==> src/rtl/ps2_pkg.sv <==
// ps2_pkg: shared prefix constants, frame length and receiver FSM state encoding.
package ps2_pkg;
    localparam logic [7:0] PS2_PREFIX_EXT   = 8'hE0;
    localparam logic [7:0] PS2_PREFIX_BREAK = 8'hF0;
    localparam int         PS2_FRAME_BITS   = 11;
    typedef enum logic [1:0] {IDLE, DATA, PARITY, STOP} ps2_state_t;
endpackage

==> src/rtl/ps2_scancode_receiver_if.sv <==
// ps2_scancode_receiver_if: raw PS/2 pins in, qualified scan-code events and error pulses out.
interface ps2_scancode_receiver_if;
    logic       ps2_clk;
    logic       ps2_data;
    logic [7:0] code;
    logic       code_valid;
    logic       is_extended;
    logic       is_break;
    logic       parity_err;
    logic       frame_err;
    modport master (output ps2_clk, ps2_data,
                    input  code, code_valid, is_extended, is_break, parity_err, frame_err);
    modport slave  (input  ps2_clk, ps2_data,
                    output code, code_valid, is_extended, is_break, parity_err, frame_err);
endinterface

==> src/rtl/ps2_edge_sync.sv <==
// ps2_edge_sync: synchronises the PS/2 pins and detects ps2_clk falling edges.
// Define PS2_GLITCH_FILTER_EN to require FILTER_LEN stable low cycles per edge.
module ps2_edge_sync #(
    parameter int FILTER_LEN = 8
) (
    input  logic clk,
    input  logic rst,
    input  logic ps2_clk,
    input  logic ps2_data,
    output logic fall_pulse,
    output logic data_sync
);
    logic [1:0] clk_sync, dat_sync;
    always_ff @(posedge clk)
        if (rst) begin
            clk_sync <= 2'b11;
            dat_sync <= 2'b11;
        end else begin
            clk_sync <= {clk_sync[0], ps2_clk};
            dat_sync <= {dat_sync[0], ps2_data};
        end
    assign data_sync = dat_sync[1];
`ifdef PS2_GLITCH_FILTER_EN
    localparam int CW = $clog2(FILTER_LEN + 1);
    logic [CW-1:0] low_cnt;
    // Saturating low-time counter; the edge fires once, on the FILTER_LEN-th low cycle.
    always_ff @(posedge clk)
        if (rst || clk_sync[1]) low_cnt <= '0;
        else if (low_cnt != CW'(FILTER_LEN)) low_cnt <= low_cnt + 1'b1;
    assign fall_pulse = !clk_sync[1] && low_cnt == CW'(FILTER_LEN - 1);
`else
    logic clk_prev;
    always_ff @(posedge clk) clk_prev <= rst ? 1'b1 : clk_sync[1];
    assign fall_pulse = clk_prev && !clk_sync[1];
`endif
endmodule

==> src/rtl/ps2_scancode_receiver.sv <==
// ps2_scancode_receiver: PS/2 frame deserialiser with E0/F0 prefix resolution.
// Optional glitch filter on ps2_clk enabled by defining PS2_GLITCH_FILTER_EN.
module ps2_scancode_receiver
    import ps2_pkg::*;
#(
    parameter int TIMEOUT_CYCLES = 100000,
    parameter int FILTER_LEN     = 8
) (
    input logic clk,
    input logic rst,
    ps2_scancode_receiver_if.slave bus
);
    localparam int TW = $clog2(TIMEOUT_CYCLES + 1);
    logic          fall, din;
    ps2_state_t    state, state_n;
    logic [2:0]    bitcnt, bitcnt_n;
    logic [7:0]    shreg, shreg_n, code_n;
    logic [TW-1:0] tcnt, tcnt_n;
    logic          par_ok, par_ok_n, ext_pend, ext_n, brk_pend, brk_n;
    logic          is_ext_n, is_brk_n, valid_n, perr_n, ferr_n;

    ps2_edge_sync #(.FILTER_LEN(FILTER_LEN)) u_sync (
        .clk(clk), .rst(rst), .ps2_clk(bus.ps2_clk), .ps2_data(bus.ps2_data),
        .fall_pulse(fall), .data_sync(din)
    );

    always_comb begin
        state_n  = state;
        bitcnt_n = bitcnt;
        shreg_n  = shreg;
        par_ok_n = par_ok;
        ext_n    = ext_pend;
        brk_n    = brk_pend;
        code_n   = bus.code;
        is_ext_n = bus.is_extended;
        is_brk_n = bus.is_break;
        valid_n  = 1'b0;
        perr_n   = 1'b0;
        ferr_n   = 1'b0;
        tcnt_n   = (state == IDLE || fall) ? '0 : tcnt + 1'b1;
        if (state != IDLE && tcnt == TW'(TIMEOUT_CYCLES)) begin
            state_n = IDLE;
            ferr_n  = 1'b1;
            ext_n   = 1'b0;
            brk_n   = 1'b0;
            tcnt_n  = '0;
        end else if (fall) begin
            case (state)
                IDLE: if (!din) begin
                    state_n  = DATA;
                    bitcnt_n = '0;
                    shreg_n  = '0;
                end
                DATA: begin
                    shreg_n[bitcnt] = din;
                    bitcnt_n        = bitcnt + 1'b1;
                    state_n         = (bitcnt == 3'd7) ? PARITY : DATA;
                end
                PARITY: begin
                    par_ok_n = ^{shreg, din};
                    state_n  = STOP;
                end
                default: begin
                    state_n = IDLE;
                    // A bad stop bit outranks a parity failure; either drops pending prefixes.
                    if (!din || !par_ok) begin
                        ferr_n = !din;
                        perr_n = din;
                        ext_n  = 1'b0;
                        brk_n  = 1'b0;
                    end else if (shreg == PS2_PREFIX_EXT) ext_n = 1'b1;
                    else if (shreg == PS2_PREFIX_BREAK) brk_n = 1'b1;
                    else begin
                        code_n   = shreg;
                        is_ext_n = ext_pend;
                        is_brk_n = brk_pend;
                        valid_n  = 1'b1;
                        ext_n    = 1'b0;
                        brk_n    = 1'b0;
                    end
                end
            endcase
        end
    end

    always_ff @(posedge clk)
        if (rst) begin
            state           <= IDLE;
            bitcnt          <= '0;
            shreg           <= '0;
            tcnt            <= '0;
            par_ok          <= 1'b0;
            ext_pend        <= 1'b0;
            brk_pend        <= 1'b0;
            bus.code        <= '0;
            bus.is_extended <= 1'b0;
            bus.is_break    <= 1'b0;
            bus.code_valid  <= 1'b0;
            bus.parity_err  <= 1'b0;
            bus.frame_err   <= 1'b0;
        end else begin
            state           <= state_n;
            bitcnt          <= bitcnt_n;
            shreg           <= shreg_n;
            tcnt            <= tcnt_n;
            par_ok          <= par_ok_n;
            ext_pend        <= ext_n;
            brk_pend        <= brk_n;
            bus.code        <= code_n;
            bus.is_extended <= is_ext_n;
            bus.is_break    <= is_brk_n;
            bus.code_valid  <= valid_n;
            bus.parity_err  <= perr_n;
            bus.frame_err   <= ferr_n;
        end
endmodule

==> src/flat_wrapper.sv <==
// flat-port wrapper written by rule: the top's interface ports become plain ports
module ps2_scancode_receiver_flat import ps2_pkg::*;
#(
    parameter int TIMEOUT_CYCLES = 100000,
    parameter int FILTER_LEN     = 8
)
  (clk, rst, bus_ps2_clk, bus_ps2_data, bus_code, bus_code_valid, bus_is_extended, bus_is_break, bus_parity_err, bus_frame_err);
  ps2_scancode_receiver_if bus_i ();
  input logic clk;
  input logic rst;
  input wire logic [$bits(bus_i.ps2_clk)-1:0] bus_ps2_clk;
  input wire logic [$bits(bus_i.ps2_data)-1:0] bus_ps2_data;
  output wire logic [$bits(bus_i.code)-1:0] bus_code;
  output wire logic [$bits(bus_i.code_valid)-1:0] bus_code_valid;
  output wire logic [$bits(bus_i.is_extended)-1:0] bus_is_extended;
  output wire logic [$bits(bus_i.is_break)-1:0] bus_is_break;
  output wire logic [$bits(bus_i.parity_err)-1:0] bus_parity_err;
  output wire logic [$bits(bus_i.frame_err)-1:0] bus_frame_err;
  assign bus_i.ps2_clk = bus_ps2_clk;
  assign bus_i.ps2_data = bus_ps2_data;
  assign bus_code = bus_i.code;
  assign bus_code_valid = bus_i.code_valid;
  assign bus_is_extended = bus_i.is_extended;
  assign bus_is_break = bus_i.is_break;
  assign bus_parity_err = bus_i.parity_err;
  assign bus_frame_err = bus_i.frame_err;
  ps2_scancode_receiver #(.TIMEOUT_CYCLES(TIMEOUT_CYCLES), .FILTER_LEN(FILTER_LEN)) u_core (.clk(clk), .rst(rst), .bus(bus_i));
endmodule
==> config.mk <==
export PLATFORM = sky130hd
export DESIGN_NAME = ps2_scancode_receiver_flat
export DESIGN_NICKNAME = d
export VERILOG_FILES = /design/src/rtl/ps2_pkg.sv /design/src/rtl/ps2_scancode_receiver_if.sv /design/src/rtl/ps2_edge_sync.sv /design/src/rtl/ps2_scancode_receiver.sv /design/src/flat_wrapper.sv
export SDC_FILE = /design/constraint.sdc
export NUM_CORES = 1
export LEC_CHECK = 0
export ABC_AREA = 1
export CAP_MARGIN = 20
export CORE_MARGIN = 1.5
export CORE_UTILIZATION = 42
export DETAILED_ROUTE_END_ITERATION = 7
export PLACE_DENSITY = 0.65
export SETUP_SLACK_MARGIN = 0.15
export SLEW_MARGIN = 10
export SYNTH_ARGS = -nofsm -noshare
export SYNTH_HDL_FRONTEND = slang
export SYNTH_SLANG_ARGS = --single-unit
==> constraint.sdc <==
create_clock -name clk -period 1.65 [get_ports clk]
set_input_delay 0.33 -clock clk [delete_from_list [all_inputs] [get_ports clk]]
set_output_delay 0.33 -clock clk [all_outputs]
set_load 0.05 [all_outputs]
# --- Yosys cells after proc, flatten, opt, wreduce, memory -nomap -nowiden ---
# Index checks and enable logic that the tools add are counted.
word_totals:
  regBits: 51
  inputBits: 4
  output_inout_bits: 13
  word_cells: 79
op_classes:
  n_addsub: 2
  order_cmp: 2
  n_eq_ne: 9
  muxes: 21
  bitwise_logic: 6
  n_reduce_logical: 23
op_table:
  columns: ["cell", "n"]
  rows:
  - ["adder 17 x 1 -> 17 bit (second input constant)", 1]
  - ["== test 17 bit (second input constant)", 1]
  - ["== test 8 bit (second input constant)", 2]
  - ["case mux 8 bit (2 select lines)", 1]
  - ["2-to-1 mux 1 bit", 12]
  - ["AND reduction 3 bit", 3]
  - ["parity 9 bit", 1]
  - ["bitwise mux 8 bit", 1]
  - ["2-to-1 mux 8 bit", 1]
  - ["OR reduction 8 bit", 1]
  - ["OR reduction 7 bit", 1]
  - ["NOT 1 bit", 6]
  - ["case mux 2 bit (3 select lines)", 1]
  - ["case mux 3 bit (2 select lines)", 1]
  - ["AND reduction 6 bit", 1]
  - ["OR reduction 3 bit", 2]
  - ["less-than comparator 3 x 4 -> 1 bit (second input constant)", 1]
  - ["2-to-1 mux 2 bit", 2]
  - ["AND reduction 4 bit", 1]
  - ["nonzero test 2 bit", 2]
  - ["adder 3 x 1 -> 3 bit (second input constant)", 1]
  - ["demux 1 bit (select 3 bit)", 1]
  - ["== test 3 bit (second input constant)", 1]
  - ["greater-or-equal comparator 3 x 1 -> 1 bit (second input constant)", 1]
  - ["12 further kinds", 17]

# --- Longest topological paths before layout ---
depth:
  ltp_word: 6
  mapped_depth: 11
  mapped_depth_nobuf: 10

# --- Modules after synthesis ---
# From an unflattened synthesis, not the netlist that was laid out.
hier_totals:
  cells_unflattened: 398
  hier_area_um2: 2727.6
modules_own_cells:
  columns: ["mod", "instances", "cells_each", "area_per_inst_um2", "seq_area_each_um2"]
  rows:
  - ["ps2_scancode_receiver", 1, 380, 2578.7, 920.9]
  - ["ps2_edge_sync", 1, 18, 148.9, 100.1]

# --- Worst setup path before layout ---
# Ideal clock, no wire load.
synth_timing:
  kind: "register to register"
  start: "register u_core.state[1]"
  end: "register u_core.shreg[0]"
  setup_ps: 116
  arrival_time_ps: 1421
  t_required_ps: 1534
  path_slack_ps: 113
  path_stages_with_launch: 9
  synth_period_minus_slack_ps: 1537
  path_cell_list: "dfxtp_1 -> inv_1 -> ha_1 -> clkinv_1 -> nand2_2 -> nand3_2 -> buf_6 -> o21ai_0 -> nor2_1"
synth_between:
  elab_chain_len: 4
  elab_cells_between_ends: 9
synth_rtl:
  columns: ["element", "line_no", "text"]
  rows:
  - ["start: declaration", "ps2_scancode_receiver.sv:15", "ps2_state_t state, state_n;"]
  - ["start signal: assignment", "ps2_scancode_receiver.sv:102", "state <= state_n;"]
  - ["branches (longest 4 deep; another with AND reduction 4 bit)", null, null]
  - ["end signal: assignment", "ps2_scancode_receiver.sv:104", "shreg <= shreg_n;"]
  - ["end: declaration", "ps2_scancode_receiver.sv:17", "logic [7:0] shreg, shreg_n, code_n;"]
# Several ways; the timed one is not identified.
# A chain may end at the register's enable or synchronous reset.

# --- Final worst setup path ---
layout_timing:
  start: "register u_core.tcnt[0]"
  end: "register u_core.bus.is_extended"
layout_between:
  elab_chain_len: 4
layout_rtl:
  columns: ["element", "line_no", "text"]
  rows:
  - ["start: declaration", "ps2_scancode_receiver.sv:18", "logic [TW-1:0] tcnt, tcnt_n;"]
  - ["start signal: assignment", "ps2_scancode_receiver.sv:105", "tcnt <= tcnt_n;"]
  - ["== test 17 bit", "ps2_scancode_receiver.sv:41", "if (state != IDLE && tcnt == TW'(TIMEOUT_CYCLES)) begin"]
  - ["logical AND 1 bit", "ps2_scancode_receiver.sv:41", null]
  - ["NOT 1 bit (no line)", null, null]
  - ["AND reduction 6 bit (no line)", null, null]
  - ["end signal: assignment", "ps2_scancode_receiver.sv:110", "bus.is_extended <= is_ext_n;"]
  - ["end: declaration", "ps2_scancode_receiver_if.sv:14", "output code, code_valid, is_extended, is_break, parity_err, frame_err);"]
# Every way passes these cells.

==> Implementation_results.wiki <==
{| class="wikitable"
! Metric !! Value
|-
| Outcome || completed
|-
| Sum of net half-perimeters after detailed placement || 4.20 mm
|-
| Worst Path Arrival || 1.74 ns
|-
| M1 WL || 2.95 mm
|-
| Starting DRC count in detailed routing || 145
|-
| Synthesized Nets || 413
|-
| Critical-path cell with the highest stage delay || sky130_fd_sc_hd__dfxtp_2
|-
| Max-cap viol count || 0
|-
| Final period util || 92.8%
|-
| Cell types with the largest area share after synthesis || sky130_fd_sc_hd__dfxtp_1, sky130_fd_sc_hd__nand2_1, sky130_fd_sc_hd__nor2_1
|-
| Number of synthesized flops with an enable pin || 0
|-
| Worst hold slack across all endpoints || 0.416 ns
|-
| Crit path required time || 1.86 ns
|-
| Cell taking the most area after synthesis || sky130_fd_sc_hd__dfxtp_1
|-
| Last element of the critical path || u_core.bus.is_extended$_SDFFE_PP0P_
|-
| Yosys cell types || 29
|-
| Setup WS post-layout || 0.119 ns
|-
| Count of input and output buffers || 16
|-
| Number of slew-limit violations in the final report || 0
|-
| Synth warnings || 0
|-
| Setup-failing EPs final || 0
|-
| Utilization after layout || 53.7%
|-
| Kind of launch point of the worst setup path || flip-flop
|-
| Number of cell rows || 29
|-
| Root Buffer Master || sky130_fd_sc_hd__clkbuf_8
|-
| Reg2reg start || u_core.tcnt[0]$_SDFF_PP0_
|-
| Number of antenna diodes || 0
|-
| Placement-stage worst setup slack || -0.126 ns
|-
| R2R depth || 11
|-
| Async SR Flop Fraction || 0%
|-
| CTS clk-pin slew, worst paths || 0.09 ns
|-
| Amount of wire on met2 after detailed routing || 2.88 mm
|-
| Peak supply drop || 0.378 mV
|-
| Min-delay worst type || reg2reg
|-
| Most common cell in the netlist || sky130_fd_sc_hd__nand2_1
|-
| Clock sink total || 51
|-
| Largest fanout on the critical path || 10
|-
| Flops & latches, synth || 51
|-
| Cts hold-fix bufs || 0
|-
| P per Cell Area || 609 nW/µm²
|-
| Number of global-route vias before repair || 2161
|-
| Setup clock skew after layout || 0.0103 ns
|-
| Most used flip-flop cell after synthesis || sky130_fd_sc_hd__dfxtp_1
|-
| Total negative setup slack || 0 ns
|-
| Last weighted congestion value of the routability-driven placer || 0.844
|-
| Critical path endpoint category || flip-flop
|-
| Final routed wire length divided by cell count || 11.8 µm
|-
| Number of hold violations in the final report || 0
|-
| Vertical die dimension || 83.2 µm
|-
| Ratio of routed vias to standard cells || 4.83
|-
| Initial standard-cell utilization of the core || 43.0%
|-
| Capture instance of the worst register-to-register path || u_core.bus.is_extended$_SDFFE_PP0P_
|-
| Sequential cell area fraction in the yosys report || 37.8%
|-
| Maximum frequency from static timing analysis || 0.653 GHz
|-
| Avg Synthesized Cell Area || 6.73 µm²
|-
| Metal3 WL || 174 µm
|-
| First-pass iteration count of the detailed router || 4
|-
| Measured slew at the worst slew-check pin || 0.271 ns
|-
| Leakage dissipation || 1.42 nW
|-
| Top routing layer in use || met4
|-
| Layout fillers || 625
|-
| Initial antenna violation count || 0
|-
| Most used standard cells in the synthesized netlist || sky130_fd_sc_hd__nand2_1, sky130_fd_sc_hd__nor2_1, sky130_fd_sc_hd__inv_1
|-
| TritonCTS clock tree || yes
|-
| Series of cell instances along the critical path || inv_2 -> ha_4 -> nand4_1 -> nor2_2 -> nand3_4 -> nand2_4 -> nor2_4 -> clkbuf_16 -> nand2_1 -> nand2_1 -> nor2_1
|-
| DR vias || 2509
|-
| Global-route wire length before repair || 9.52 mm
|-
| Reg2Reg Setup Slack || 0.12 ns
|-
| Crit path kind || reg2reg
|-
| Overall track demand over capacity in global routing || 16.9%
|-
| CTS Buf Count || 5
|-
| Final antenna-violating net count || 0
|-
| Share of post-route cells with drive strength above 1 || 25.6%
|-
| Max incr delay on CP || 0.36 ns
|-
| Core Region || 6280 µm²
|-
| Aggregate routed wire length || 6.12 mm
|-
| Crit. Startpoint || u_core.tcnt[0]$_SDFF_PP0_
|-
| Post-layout nets || 453
|-
| Number of top-level pins || 17
|-
| Fin crit period || 1.53 ns
|-
| Die area || 6920 µm²
|-
| Latest clock arrival within the worst-skew pair || 0.32 ns
|-
| Maximum number of pins on one net before global-route repair || 21
|-
| H-Tree Level Count || 2
|-
| Area grow syn2layout || 24.9%
|-
| Largest buffer count on any clock path || 2
|-
| Grt ovf || 0
|-
| Unrepaired setup endpoints after global routing || yes
|-
| Cells after Synth || 401
|-
| Max_slew headroom || 81.9%
|-
| Width of the die || 83.2 µm
|-
| CP dominant cell by count || sky130_fd_sc_hd__nand2_1
|-
| Yosys top cell area share || 37.8%
|-
| Synth Cell Area || 2700 µm²
|-
| DRC || 0
|}
logic make-up (layout without fill, tap and decap cells):
kind of cell	count (synthesis)	count (layout)	share of synthesized area [%]
AND/OR/NAND/NOR	221	222	37.0
adder cells (fa/ha/maj)	8	8	3.71
flip-flops	51	51	37.8
buffers and inverters	74	114	11.2
XOR/XNOR	10	10	3.24
AO/OA/AOI/OAI	37	37	7.09
cells in the final DEF, fill, tap and decap left out, types with 3 or more instances in the layout:
master and n:
sky130_fd_sc_hd__nand2_1 80, sky130_fd_sc_hd__nor2_1 59, sky130_fd_sc_hd__inv_1 53, sky130_fd_sc_hd__dfxtp_1 41, sky130_fd_sc_hd__buf_4 33, sky130_fd_sc_hd__nand4_1 18
sky130_fd_sc_hd__a21oi_1 17, sky130_fd_sc_hd__nand3_1 16, sky130_fd_sc_hd__o21ai_0 12, sky130_fd_sc_hd__nand2_2 10, sky130_fd_sc_hd__dfxtp_2 10, sky130_fd_sc_hd__inv_2 9
sky130_fd_sc_hd__nor2_2 7, sky130_fd_sc_hd__xor2_1 7, sky130_fd_sc_hd__nor3_2 6, sky130_fd_sc_hd__o21ai_1 6, sky130_fd_sc_hd__or2_2 6, sky130_fd_sc_hd__nor3_1 5
sky130_fd_sc_hd__clkbuf_8 5, sky130_fd_sc_hd__nand3_4 4, sky130_fd_sc_hd__ha_1 4, sky130_fd_sc_hd__nor2_4 3, sky130_fd_sc_hd__nand2_4 3, sky130_fd_sc_hd__xnor2_1 3
sky130_fd_sc_hd__clkdlybuf4s50_1 3
stage by stage:
stage          total power (W)  cell area, µm²  instances
3_5_place_dp           0.00135            2990        500
3_3_place_gp           0.00135            2990        500
4_1_cts                0.00206            3130        511
2_1_floorplan          0.00132            2700        401
5_1_grt                0.00214            3370        519
6_report               0.00205            3370        519
timing repair:
item                       CTS  global route
gates resized for setup     11            52
pin swaps                    4             9
setup endpoints to repair   40            42
cloned                       0             4
setup buffers                3             4
worst max-delay path, delay by kind of cell, from the launching register on:
kind	cells	cell delay [ns]
AND/OR/NAND/NOR	8	0.68
adder cells (fa/ha/maj)	1	0.14
flip-flops	1	0.36
buffers and inverters	2	0.26
cell type report:
| class | instances | area, µm² | share of cell area [%] |
|---|---|---|---|
| Timing Repair Buffer | 41 | 370 | 11.0 |
| Sequential cell | 51 | 1030 | 30.6 |
| Inverter | 65 | 250 | 7.42 |
| Tap cell | 77 | 96.3 | 2.86 |
| Clock buffer | 5 | 68.8 | 2.04 |
| Clock inverter | 3 | 20.0 | 0.594 |
| Multi-Input combinational cell | 277 | 1530 | 45.5 |
state kept, by name, summed over array words and instances (netlist names), 2 cells and up:
register                flops
u_core.bus.code             8
u_core.tcnt                17
u_core.u_sync.dat_sync      2
u_core.shreg                8
u_core.state                2
u_core.u_sync.clk_sync      2
u_core.bitcnt               3
where the power goes:
| group | internal (W) | total (W) | switching, W |
|---|---|---|---|
| Clock | 0.000296 | 0.000723 | 0.000428 |
| Combinational | 0.0000378 | 0.0000901 | 0.0000523 |
| Sequential | 0.00124 | 0.00124 | 0.00000476 |
| Total | 0.00157 | 0.00205 | 0.000485 |
per-layer routing:
| metal | vias up | track usage [%] |
|---|---|---|
| met3 | 8 | 3.58 |
| met4 | 0 | 6.97 |
| li1 | 1339 | - |
| met1 | 1136 | 21.3 |
| met5 | - | 0 |
| met2 | 26 | 28.1 |
worst min-delay path by stage:
stage                                               startpoint                                    to  slack (ns)  depth (start not counted)
final                     u_core.u_sync.dat_sync[0]$_SDFF_PP1_  u_core.u_sync.dat_sync[1]$_SDFF_PP1_        0.42                          1
after global routing      u_core.u_sync.dat_sync[0]$_SDFF_PP1_  u_core.u_sync.dat_sync[1]$_SDFF_PP1_        0.43                          1
after CTS                 u_core.u_sync.clk_sync[0]$_SDFF_PP1_  u_core.u_sync.clk_sync[1]$_SDFF_PP1_        0.42                          1
after floorplan           u_core.u_sync.clk_sync[0]$_SDFF_PP1_  u_core.u_sync.clk_sync[1]$_SDFF_PP1_        0.39                          1
after detailed placement  u_core.u_sync.clk_sync[0]$_SDFF_PP1_  u_core.u_sync.clk_sync[1]$_SDFF_PP1_        0.39                          1
after global placement    u_core.u_sync.dat_sync[0]$_SDFF_PP1_  u_core.u_sync.dat_sync[1]$_SDFF_PP1_        0.39                          1
Power figures use the tool's default switching activity.
